**src/rtl/uart_rx_pkg.sv**
```systemverilog
// rtl/uart_rx_pkg.sv - shared comms definitions for the UART receiver
package uart_rx_pkg;

   typedef enum logic [2:0] {
      ST_IDLE    = 3'd0,
      ST_START   = 3'd1,
      ST_DATA    = 3'd2,
      ST_STOP    = 3'd3,
      ST_WAIT_HI = 3'd4
   } rx_state_t;

   localparam int         OVS_DEFAULT = 16;
   localparam logic [3:0] NBITS_MIN   = 4'd5;
   localparam logic [3:0] NBITS_MAX   = 4'd8;

   // Out-of-range frame widths fall back to a full byte.
   function automatic logic [3:0] clamp_nbits(input logic [3:0] n);
      return ((n < NBITS_MIN) || (n > NBITS_MAX)) ? NBITS_MAX : n;
   endfunction

endpackage

```
**src/rtl/rx_sync2.sv**
```systemverilog
// rtl/rx_sync2.sv - two-flop synchroniser for an idle-high asynchronous input
module rx_sync2 (
   input  logic clock,
   input  logic reset,
   input  logic d_i,
   output logic q_o
);

   logic meta_q;
   logic sync_q;

   always_ff @(posedge clock or posedge reset) begin
      if (reset) begin
         meta_q <= 1'b1;
         sync_q <= 1'b1;
      end else begin
         meta_q <= d_i;
         sync_q <= meta_q;
      end
   end

   assign q_o = sync_q;

endmodule

```
**src/rtl/uart_rx.sv**
```systemverilog
// rtl/uart_rx.sv - oversampling UART receiver, 5..8 data bits, one stop bit
module uart_rx
   import uart_rx_pkg::*;
#(
   parameter int OVS = OVS_DEFAULT,
   parameter int DW  = 8
) (
   input  logic          clock,
   input  logic          reset,
   input  logic          Tick,
   input  logic [3:0]    N_bits,
   input  logic          Rx_in,
   output logic [DW-1:0] Data_out,
   output logic          Rx_done,
   output logic          Frame_err,
   output logic          Busy
);

   localparam int            SW     = $clog2(OVS);
   localparam logic [SW-1:0] S_MID  = SW'(OVS / 2 - 1);
   localparam logic [SW-1:0] S_LAST = SW'(OVS - 1);

   logic          rx_s;
   rx_state_t     state_q;
   logic [SW-1:0] s_q;
   logic [2:0]    n_q;
   logic [3:0]    nb_q;
   logic [DW-1:0] sh_q;
   logic [DW-1:0] data_q;
   logic          done_q;
   logic          err_q;

   logic [3:0]    nb_d;
   logic [DW-1:0] aligned_d;
   logic          last_bit_d;

   rx_sync2 u_sync (
      .clock (clock),
      .reset (reset),
      .d_i   (Rx_in),
      .q_o   (rx_s)
   );

   assign nb_d       = clamp_nbits(N_bits);
   // Bits enter at the MSB, so a short frame sits in the top nb bits of sh.
   assign aligned_d  = sh_q >> (DW - int'(nb_q));
   assign last_bit_d = ({1'b0, n_q} == (nb_q - 4'd1));

   always_ff @(posedge clock or posedge reset) begin
      if (reset) begin
         state_q <= ST_IDLE;
         s_q     <= '0;
         n_q     <= '0;
         nb_q    <= NBITS_MAX;
         sh_q    <= '0;
         data_q  <= '0;
         done_q  <= 1'b0;
         err_q   <= 1'b0;
      end else begin
         done_q <= 1'b0;
         err_q  <= 1'b0;
         case (state_q)
            ST_IDLE: begin
               if (!rx_s) begin
                  state_q <= ST_START;
                  s_q     <= '0;
               end
            end
            ST_START: begin
               if (Tick) begin
                  s_q <= s_q + 1'b1;
                  if (s_q == S_MID) begin
                     if (!rx_s) begin
                        state_q <= ST_DATA;
                        s_q     <= '0;
                        n_q     <= '0;
                        nb_q    <= nb_d;
                     end else begin
                        state_q <= ST_IDLE;
                     end
                  end
               end
            end
            ST_DATA: begin
               if (Tick) begin
                  s_q <= s_q + 1'b1;
                  if (s_q == S_LAST) begin
                     sh_q <= {rx_s, sh_q[DW-1:1]};
                     s_q  <= '0;
                     if (last_bit_d) begin
                        state_q <= ST_STOP;
                     end else begin
                        n_q <= n_q + 3'd1;
                     end
                  end
               end
            end
            ST_STOP: begin
               if (Tick) begin
                  s_q <= s_q + 1'b1;
                  if (s_q == S_LAST) begin
                     data_q  <= aligned_d;
                     done_q  <= 1'b1;
                     err_q   <= ~rx_s;
                     state_q <= rx_s ? ST_IDLE : ST_WAIT_HI;
                  end
               end
            end
            ST_WAIT_HI: begin
               if (rx_s) begin
                  state_q <= ST_IDLE;
               end
            end
            default: state_q <= ST_IDLE;
         endcase
      end
   end

   assign Data_out  = data_q;
   assign Rx_done   = done_q;
   assign Frame_err = err_q;
   assign Busy      = (state_q != ST_IDLE);

endmodule

```
**config.mk**
```make
export PLATFORM = sky130hd
export DESIGN_NAME = uart_rx
export DESIGN_NICKNAME = d
export VERILOG_FILES = /design/src/rtl/uart_rx_pkg.sv /design/src/rtl/rx_sync2.sv /design/src/rtl/uart_rx.sv
export SDC_FILE = /design/constraint.sdc
export NUM_CORES = 1
export LEC_CHECK = 0
export CAP_MARGIN = 20
export CORE_MARGIN = 2
export CORE_UTILIZATION = 46
export DETAILED_ROUTE_END_ITERATION = 12
export HOLD_SLACK_MARGIN = 0.15
export PLACE_DENSITY = 0.66
export SYNTH_ARGS = -nofsm -noshare
export SYNTH_HDL_FRONTEND = slang
export SYNTH_HIERARCHICAL = 1
export SYNTH_SLANG_ARGS = --single-unit
```
**constraint.sdc**
```tcl
create_clock -name clock -period 3.1 [get_ports clock]
set_clock_uncertainty 0.2 [all_clocks]
set_input_delay 0.62 -clock clock [delete_from_list [all_inputs] [get_ports clock]]
set_output_delay 0.62 -clock clock [all_outputs]
set_load 0.01 [all_outputs]
```
==> run_results.csv, run 1 <==
group,metric,value,unit
cts,insertion_delay,0.29,ns
yosys,yosys-top-cells-count,"31 x dfrtp_1, 23 x nand2_1, 12 x o21ai_0, 10 x a21oi_1, 10 x inv_1",
layout,drive_above_1_share,13.90,%
worst_setup_path,critical-path-top-delay-family,"flip-flops",
grt,met2_usage,28.53,%
worst_setup_path,worstPathMaxFanout,13,
grt,antenna_found_initial,0,
layout,finalInstanceArea,2307,sq um
yosys,synth_most_common_cell,"dfrtp_1",
grt,use_met1,25.69,%
route,via_per_inst,5.839,
worst_setup_path,startpoint,"state_q[1]$_DFFE_PP0P_",
route,dr.pass1.iters,4,
worst_setup_path,setup.worst_path.class,"reg2out",
route,drtAntennaViolNets,0,
worst_setup_path,r2r_end,"n_q[1]$_DFFE_PP0P_",
sta,tightest_slew,0.4458,ns
sta,slew_violations,0,
cts,path_clk_slew,0.06,ns
yosys,synthTopCellsByArea,"dfrtp_1 39%, mux2i_1 4.5%, mux2_2 4.5%",
power,design_power_total,1.327,mW
yosys,yosysTopAreaCell,"dfrtp_1",
grt,grt_pass1_wl,7251,microns
grt,grt_max_degree,33,
worst_setup_path,path_buf_inv,1,
yosys,ys.warnings.count,6,
worst_setup_path,reg2reg_depth,6,
layout,diodes,0,
yosys,synthesis.nets,217,
grt,grt-ovfl-total,0,
worst_setup_path,critPathMaxStageDelay,0.51,ns
placed_design,dpl.hpwl,3023,microns
power,power_density,575.3,nW/um^2
sta,fin_crit_sh,80.60,%
worst_setup_path,arrival,1.68,ns
cts,clock-sinks,34,
layout,fin_nets,233,
worst_setup_path,cp.required,2.28,ns
layout,area_delta_synth_final,16.05,%
yosys,synthFlopType,"dfrtp_1",
cts,post_cts_buffers,0,
die,die_x,69.74,microns
grt,grt_usage,18.69,%
die,ios,19,
yosys,ys_seq_elements,34,
die,row_count,23,
cts,cts_buffer_depth,2,
cts,cts_tree,"yes",
sta,rsz0062_at_grt,"no",
die,coreArea,4086,sq um
yosys,netlist_area,1988,sq um
min_path,whs_path_depth,0,
yosys,async_flop_share,100.0,%
route,via_count,1594,
worst_setup_path,path_cells,"nor2_1 > nand2_1 > clkdlybuf4s50_1",
yosys,synthCells,206,
cts,cts_buffers,5,
sta,fmax,0.4002,GHz
min_path,hp-class,"reg2reg",
power,ir_worst_vdd,0.0002557,V
cts,htreeDepth,2,
worst_setup_path,critPathSlowestCell,"dfrtp_1",
sta,hold_viol,0,
sta,tns,0,ns
die,start_util,48.65,%
yosys,syn_area_per_cell,9.651,sq um
die,die_y,69.74,microns
grt,grt_pass1_vias,1520,
status,outcome,"finished, final reports clean",
cts,ctsHoldBuffers,0,
grt,top_usage_layer,"met2",
layout,finalCoreUtilization,56.46,%
sta,finalSetupViolCount,0,
placed_design,gp_congestion,0.9148,
die,dieArea,4864,sq um
route,drc,0,
grt,met3_usage,4.797,%
layout,num-fill-cells,358,
yosys,synthDistinctLibCells,57,
flow_run,drv_cap,0,
power,p_leak,0.9853,nW
worst_setup_path,end_kind,"output pin",
yosys,synth_edf_count,0,
sta,fin_crit,2.499,ns
route,wirelength,4127,microns
min_path,hold_path.startpoint,"u_sync/meta_q$_DFF_PP1_",
worst_setup_path,ff2ff_setup_slack,0.79,ns
cts,root_buffer,"clkbuf_8",
worst_setup_path,reg2reg_from,"nb_q[0]$_DFFE_PP0P_",
yosys,synth_top_area_share,39.02,%
min_path,min_to,"u_sync/q_o$_DFF_PP1_",
worst_setup_path,cp-start-kind,"flop",
route,post_drt_wl_per_cell,15.12,microns
route,drt_iter0_markers,120,
yosys,seq_area_frac_synth,42.98,%
placed_design,port_buffers,18,
sta,maxSlewHeadroom,70.01,%
placed_design,place_area,2198,sq um
cts,cts_resized,0,
## metal layers
metal	up-vias	part of all wire, %
li1	786	-
met2	46	45
met3	6	5.3
met5	-	0
met1	756	48
met4	0	1.7
## cell families after synthesis
logic type                 after synthesis  share of synthesized area (%)
DFF                                     34                          42.98
and+or+nand+nor                         74                          20.64
buffers and inverters                   23                          4.846
muxes                                   18                          10.20
AOI/OAI and AO/OA                       48                          16.05
adders and majority gates                3                          1.888
xor gates and xnor gates                 6                          3.399
## per-stage QoR
step	hold WS (ns)	worst slack [ns]	instances
detailed placement	0.1488	0.5270	265
floorplan	0.1452	0.4761	206
global route	0.1633	0.5358	273
global placement	0.1465	0.6082	265
CTS	0.1584	0.6193	273
finish	0.1572	0.6015	273
## where the power goes
part           leakage, nW  switching [mW]  internal, mW
sequential           0.444          0.0780         0.494
combinational        0.483           0.194         0.163
clock               0.0579           0.162         0.236
## flip-flops by register name, indices dropped and copies added (netlist names)
register,flops
sh_q,8
s_q,4
n_q,3
Rx_done,1
u_sync/q_o,1
state_q,3
nb_q,4
u_sync/meta_q,1
Frame_err,1
Data_out,8
## worst register-to-register path, delay by kind of cell (launching register included)
family                   cells  cell delay, ns
AND/OR/NAND/NOR              2            0.64
flip-flops                   1            0.38
adder cells (fa/ha/maj)      1            0.35
XOR/XNOR                     1            0.28
AO/OA/AOI/OAI                1            0.26
buffers and inverters        1            0.11
## placed cells by master, fill, tap and decap left out, types with 4 or more instances in the layout
cell type        synthesis  final
a21oi_1                 10     10
clkbuf_8                 0      5
clkdlybuf4s50_1          0     18
dfrtp_1                 31     31
inv_1                   10     10
mux2_2                   8      8
mux2i_1                  9      9
nand2_1                 23     23
nand2b_1                 4      4
nand3_1                  7      7
nor2_1                   9      9
nor3_1                   5      5
o21ai_0                 12     12
## layout make-up
type	instances	area, sq um	area share (%)
multi-input cells	149	1037	44.96
inverters	11	41.29	1.790
clock buffers	5	68.82	2.983
repair buffers	21	202.7	8.785
clock inverters	3	40.04	1.735
well taps	50	62.56	2.712
flip-flops and latches	34	854.6	37.04
## how the worst max path moves through the flow
stage / slack [ns] / to / cells after the start
CTS: 0.62 / Busy / 3
global placement: 0.61 / Data_out[6]$_DFFE_PP0P_ / 6
global route: 0.54 / Busy / 3
finish: 0.60 / Busy / 3
detailed placement: 0.53 / Data_out[6]$_DFFE_PP0P_ / 6
floorplan: 0.48 / n_q[1]$_DFFE_PP0P_ / 9
Note: power is estimated with default switching activity, not from simulation.
==> run 2, diff against run 1 <==
- clock period: 3.1 -> 2.3 ns (I/O delays scaled with it)
==> run_results.csv, run 2 (synthesis gave the netlist of run 1 again) <==
group,metric,value,unit
route,drtAntennaViolNets,0,
sta,finalSetupViolCount,0,
worst_setup_path,end_kind,"output pin",
cts,cts_tree,"yes",
layout,num-fill-cells,361,
sta,fin_crit_sh,97.18,%
sta,setup_ws,0.06498,ns
cts,ctsHoldBuffers,0,
die,ios,19,
grt,grt_max_degree,33,
layout,final_common_cell,"dfrtp_1",
die,dieArea,4864,sq um
route,wirelength,4483,microns
flow_run,drv_cap,0,
sta,hold_ws,0.1569,ns
route,drc,0,
sta,fin_crit,2.235,ns
layout,diodes,0,
sta,slew_violations,0,
grt,grt_pass1_wl,7941,microns
worst_setup_path,arrival,1.58,ns
cts,path_clk_slew,0.07,ns
die,start_util,48.65,%
placed_design,port_buffers,18,
cts,insertion_delay,0.28,ns
die,die_x,69.74,microns
cts,cts_buffers,5,
route,via_per_inst,5.858,
sta,fmax,0.4474,GHz
placed_design,gp_congestion,0.8524,
placed_design,pre_cts_ws,-0.02922,ns
layout,stdcell_count,282,
worst_setup_path,worstPathMaxFanout,9,
placed_design,dp.cells,274,
route,post_drt_wl_per_cell,15.90,microns
power,ir_worst_vdd,0.0003762,V
cts,htreeDepth,2,
grt,antenna_found_initial,0,
route,via_count,1652,
placed_design,dpl.hpwl,3340,microns
worst_setup_path,cp.required,1.64,ns
layout,final_cell_mix,"30 x dfrtp_1, 23 x nand2_1, 18 x clkdlybuf4s50_1",
die,die_y,69.74,microns
status,outcome,"finished, final reports clean",
power,p_leak,1.033,nW
die,coreArea,4086,sq um
sta,maxSlewHeadroom,69.29,%
cts,cts_buffer_depth,2,
route,drt_iter0_markers,150,
worst_setup_path,cp-start-kind,"flop",
cts,root_buffer,"clkbuf_8",
sta,rsz0062_at_grt,"no",
layout,fin_nets,242,
grt,grt_usage,20.32,%
power,design_power_total,1.839,mW
cts,post_cts_buffers,0,
layout,finalCoreUtilization,58.97,%
route,dr.pass1.iters,4,
min_path,hp-class,"reg2reg",
worst_setup_path,setup.worst_path.class,"reg2out",
layout,drive_above_1_share,19.40,%
grt,grt-ovfl-total,0,
die,row_count,23,
sta,hold_viol,0,
power,power_density,763.1,nW/um^2
grt,grt_pass1_vias,1613,
cts,clock-sinks,34,
layout,area_delta_synth_final,21.21,%
sta,tightest_slew,0.4591,ns
## run 2: metrics by stage
step	setup TNS (ns)	cell area (sq um)
after detailed placement	-0.1254	2286
final	0	2410
after CTS	0	2399
after floorplan	-0.04449	2039
after global placement	0	2286
after global routing	0	2410
## run 2: final timing paths
kind	slack, ns	start	endpoint	cells after the start
worst max-delay path	0.06	state_q[0]$_DFFE_PP0P_	Busy	4
worst min-delay path	0.16	u_sync/meta_q$_DFF_PP1_	u_sync/q_o$_DFF_PP1_	0
worst max register to register	0.11	nb_q[0]$_DFFE_PP0P_	n_q[2]$_DFFE_PP0P_	6
worst min register to register	0.16	u_sync/meta_q$_DFF_PP1_	u_sync/q_o$_DFF_PP1_	0
max in group asynchronous	1.18	reset	nb_q[3]$_DFFE_PP1P_	3
min in group asynchronous	0.33	reset	u_sync/meta_q$_DFF_PP1_	2
## run 2: area by class of cell
class	instances	area [sq um]	area share (%)
Sequential cell	34	855.8	35.51
Multi-Input combinational cell	149	1062	44.08
Inverter	11	48.80	2.025
Timing Repair Buffer	30	270.3	11.21
Tap cell	50	62.56	2.596
Clock buffer	8	110.1	4.569
## run 2: critical path: stages, from the launching register on
cell             delay (ns)
dfrtp_2                0.46
buf_4                  0.18
nor2_4                 0.11
nand2_1                0.07
clkdlybuf4s50_1        0.47
## run 2: timing repair
item	4_1_cts	5_1_grt
endpoints found under the hold margin	0	0
gates resized for setup	1	3
pin swaps	0	0
setup endpoints to repair	1	2
## run 2: layer usage
metal / wire [microns] / track usage [%] / vias up
li1: - / - / 799
met1: 2178 / 29.31 / 805
met2: 2053 / 30.66 / 40
met3: 181 / 4.215 / 8
met4: 69 / 6.410 / 0
met5: 0 / 0 / -
## run 2: where the power goes
part | switching (mW) | internal [mW]
logic | 0.297 | 0.261
registers | 0.0957 | 0.668
clock network | 0.215 | 0.302
==> variant: new RTL, flow settings as in run 2 <==
Put one more register stage on the output `Data_out`. The value now appears one clock later. The other outputs are not delayed to match.
--- a/src/rtl/uart_rx.sv
+++ b/src/rtl/uart_rx.sv
@@ -117,5 +117,7 @@
    end
 
-   assign Data_out  = data_q;
+   always_ff @(posedge clock) begin
+      Data_out <= data_q;
+   end
    assign Rx_done   = done_q;
    assign Frame_err = err_q;
Check against the original RTL: no difference found for any inputs over 10 cycles, from zero or initial values and one cycle with reset high; that may be too few to reach the edited logic, so the function may still have changed.
==> variant against run 2 <==
Total power is 4.5% higher; sequential cell count is 8 higher; clock power is 6.4% lower; maximum frequency is 0.32% lower; area after synthesis is 1.8% higher; routed wire length is 19% lower; cell area is 0.47% higher; setup slack worse by 0.0071 ns; via count is 11% lower; highest routed layer unchanged.
==> variant: results (changes against run 2) <==
[status]
status=completed  ; unchanged

[placement]
preCtsSetupSlack_ns=0.0725  ; was -0.0292 ns
place_area_um2=2300  ; was 2290 um^2
numPortBuffers=18  ; unchanged
dp_hpwl_um=2580  ; was 3340 um
routabilityCongestion=0.842  ; was 0.852

[cts]
numCtsBuffers=5  ; unchanged
htree_levels=2  ; unchanged
worstSkewPairLatency_ns=0.30  ; was 0.28 ns
clk_path_buf_depth=2  ; unchanged
clk_pin_slew_ns=0.07  ; about the same
clockRootBuffer=clkbuf_8  ; unchanged

[global_route]
grt_pass1_wl_um=6330  ; was 7940 um
grt_max_degree=33  ; unchanged
grt_pass1_vias=1430  ; was 1,613
track_usage_pct=16.3  ; was 20.3%
antenna_found_initial=0  ; unchanged

[routing]
first_pass_iters=4  ; unchanged
vias_per_cell=5.40  ; was 5.86
first_iter_violations=40  ; was 150
routedWlPerCell_um=13.2  ; was 15.9 um

[synth]
synth_compound_area_share_pct=11.6  ; was 16.0%
synth_cell_types=47  ; was 57
ys_top_cells_by_count=dfrtp_1 (31), nand2_1 (24), o21ai_1 (13), nor2_1 (11), mux2_2 (10)  ; was dfrtp_1 (31), nand2_1 (23), o21ai_0 (12), a21oi_1 (10), inv_1 (10)
yosys-top-cells-area=dfrtp_1 (38%), dfxtp_1 (7.9%), mux2_2 (5.6%), mux2i_1 (4.4%), nand2_1 (4.4%)  ; was dfrtp_1 (39%), mux2i_1 (4.5%), mux2_2 (4.5%), nand2_1 (4.3%), dfstp_2 (4.0%)
syn_nets=201  ; was 217
yosysSeqAreaShare_pct=50.1  ; was 43.0%
muxShareOfSynthArea_pct=14.5  ; was 10.2%
synthXorXnorAreaFrac_pct=2.10  ; was 3.40%
yosys_warnings=6  ; unchanged
ys.flop_type=dfrtp_1  ; unchanged
async_flop_share_pct=81.0  ; was 100%
synthAdderAreaFrac_pct=1.85  ; was 1.89%

[layout]
drive_gt1_share_pct=19.9  ; was 19.4%
final_nets=231  ; was 242
syn2layout_area_growth_pct=19.6  ; was 21.2%
biggestRegsByFlops=Data_out: 8 flops, data_q: 8 flops, sh_q: 8 flops
antennaDiodeCount=0  ; unchanged

[worst_hold_path]
min-delay-path-class=register to register  ; unchanged

[worst_setup_path]
cp_max_fo=2  ; was 9
arrival_ns=1.58  ; about the same

[pwr]
max-vdd-ir-drop_uv=549  ; was 376 uV
p_leak_nw=1.07  ; was 1.03 nW

[sta]
slew-limit-headroom_pct=72.6  ; was 69.3%

==> variant: worst max-delay path, stage by stage, from the launching register on <==
cell and delay (ns):
dfrtp_2 0.41, or3_1 0.39, clkdlybuf4s50_1 0.49
==> variant: path summary, 6_finish.rpt <==
check / from / end / slack (ns) / cells past startpoint
setup reg to reg: nb_q[1]$_DFFE_PP0P_ / n_q[0]$_DFFE_PP0P_ / 0.14 / 7
hold reg to reg: u_sync/meta_q$_DFF_PP1_ / u_sync/q_o$_DFF_PP1_ / 0.16 / 0
min in group asynchronous: reset / u_sync/meta_q$_DFF_PP1_ / 0.31 / 2
hold / removal: u_sync/meta_q$_DFF_PP1_ / u_sync/q_o$_DFF_PP1_ / 0.16 / 0
max in group asynchronous: reset / nb_q[3]$_DFFE_PP1P_ / 1.19 / 3
setup / recovery: state_q[1]$_DFFE_PP0P_ / Busy / 0.06 / 2
==> variant: stage by stage <==
stage	util (%)	total power, W	instances
CTS	56.0	0.00191	271
global route	56.4	0.00206	273
finish	56.4	0.00192	273
floorplan	-	0.00126	190
global placement	53.5	0.00138	261
detailed placement	53.5	0.00140	261
==> variant: layout make-up <==
| class | instances | area, um^2 |
|---|---|---|
| multi-input combinational | 133 | 946 |
| timing repair buffer | 30 | 270 |
| fill | 387 | 1870 |
| clock inverter | 1 | 5.00 |
| clock buffer | 7 | 86.3 |
| inverter | 8 | 30.0 |
| sequential | 42 | 1020 |
| tap | 52 | 65.1 |
==> variant: power breakdown <==
part	internal, W	switching (W)	total (W)
clock	0.000242	0.000243	0.000485
combinational	0.000265	0.000280	0.000545
sequential	0.000814	0.0000778	0.000892
==> variant: cells by family (layout without fill, tap and decap cells) <==
kind of cell,after synthesis,after routing
compound gates,37,37
xor+xnor,4,4
fa+ha+maj,3,3
buf+inv,15,46
flops,42,42
mux,24,24
simple gates,65,65
==> variant: layer usage <==
metal  global-route usage, %  vias to the layer above  part of all wire [%]
met1                    19.7                      707                    45
met5                       0                        -                     0
met2                    27.0                       27                    50
met4                    6.20                        0                   1.5
met3                    5.05                        5                   3.7
li1                        -                      735                     -
==> variant: what timing repair did <==
action	in CTS	in global routing
gates resized for setup	2	1
cloned	0	0
setup endpoints to repair	1	1
buffers inserted	2	2
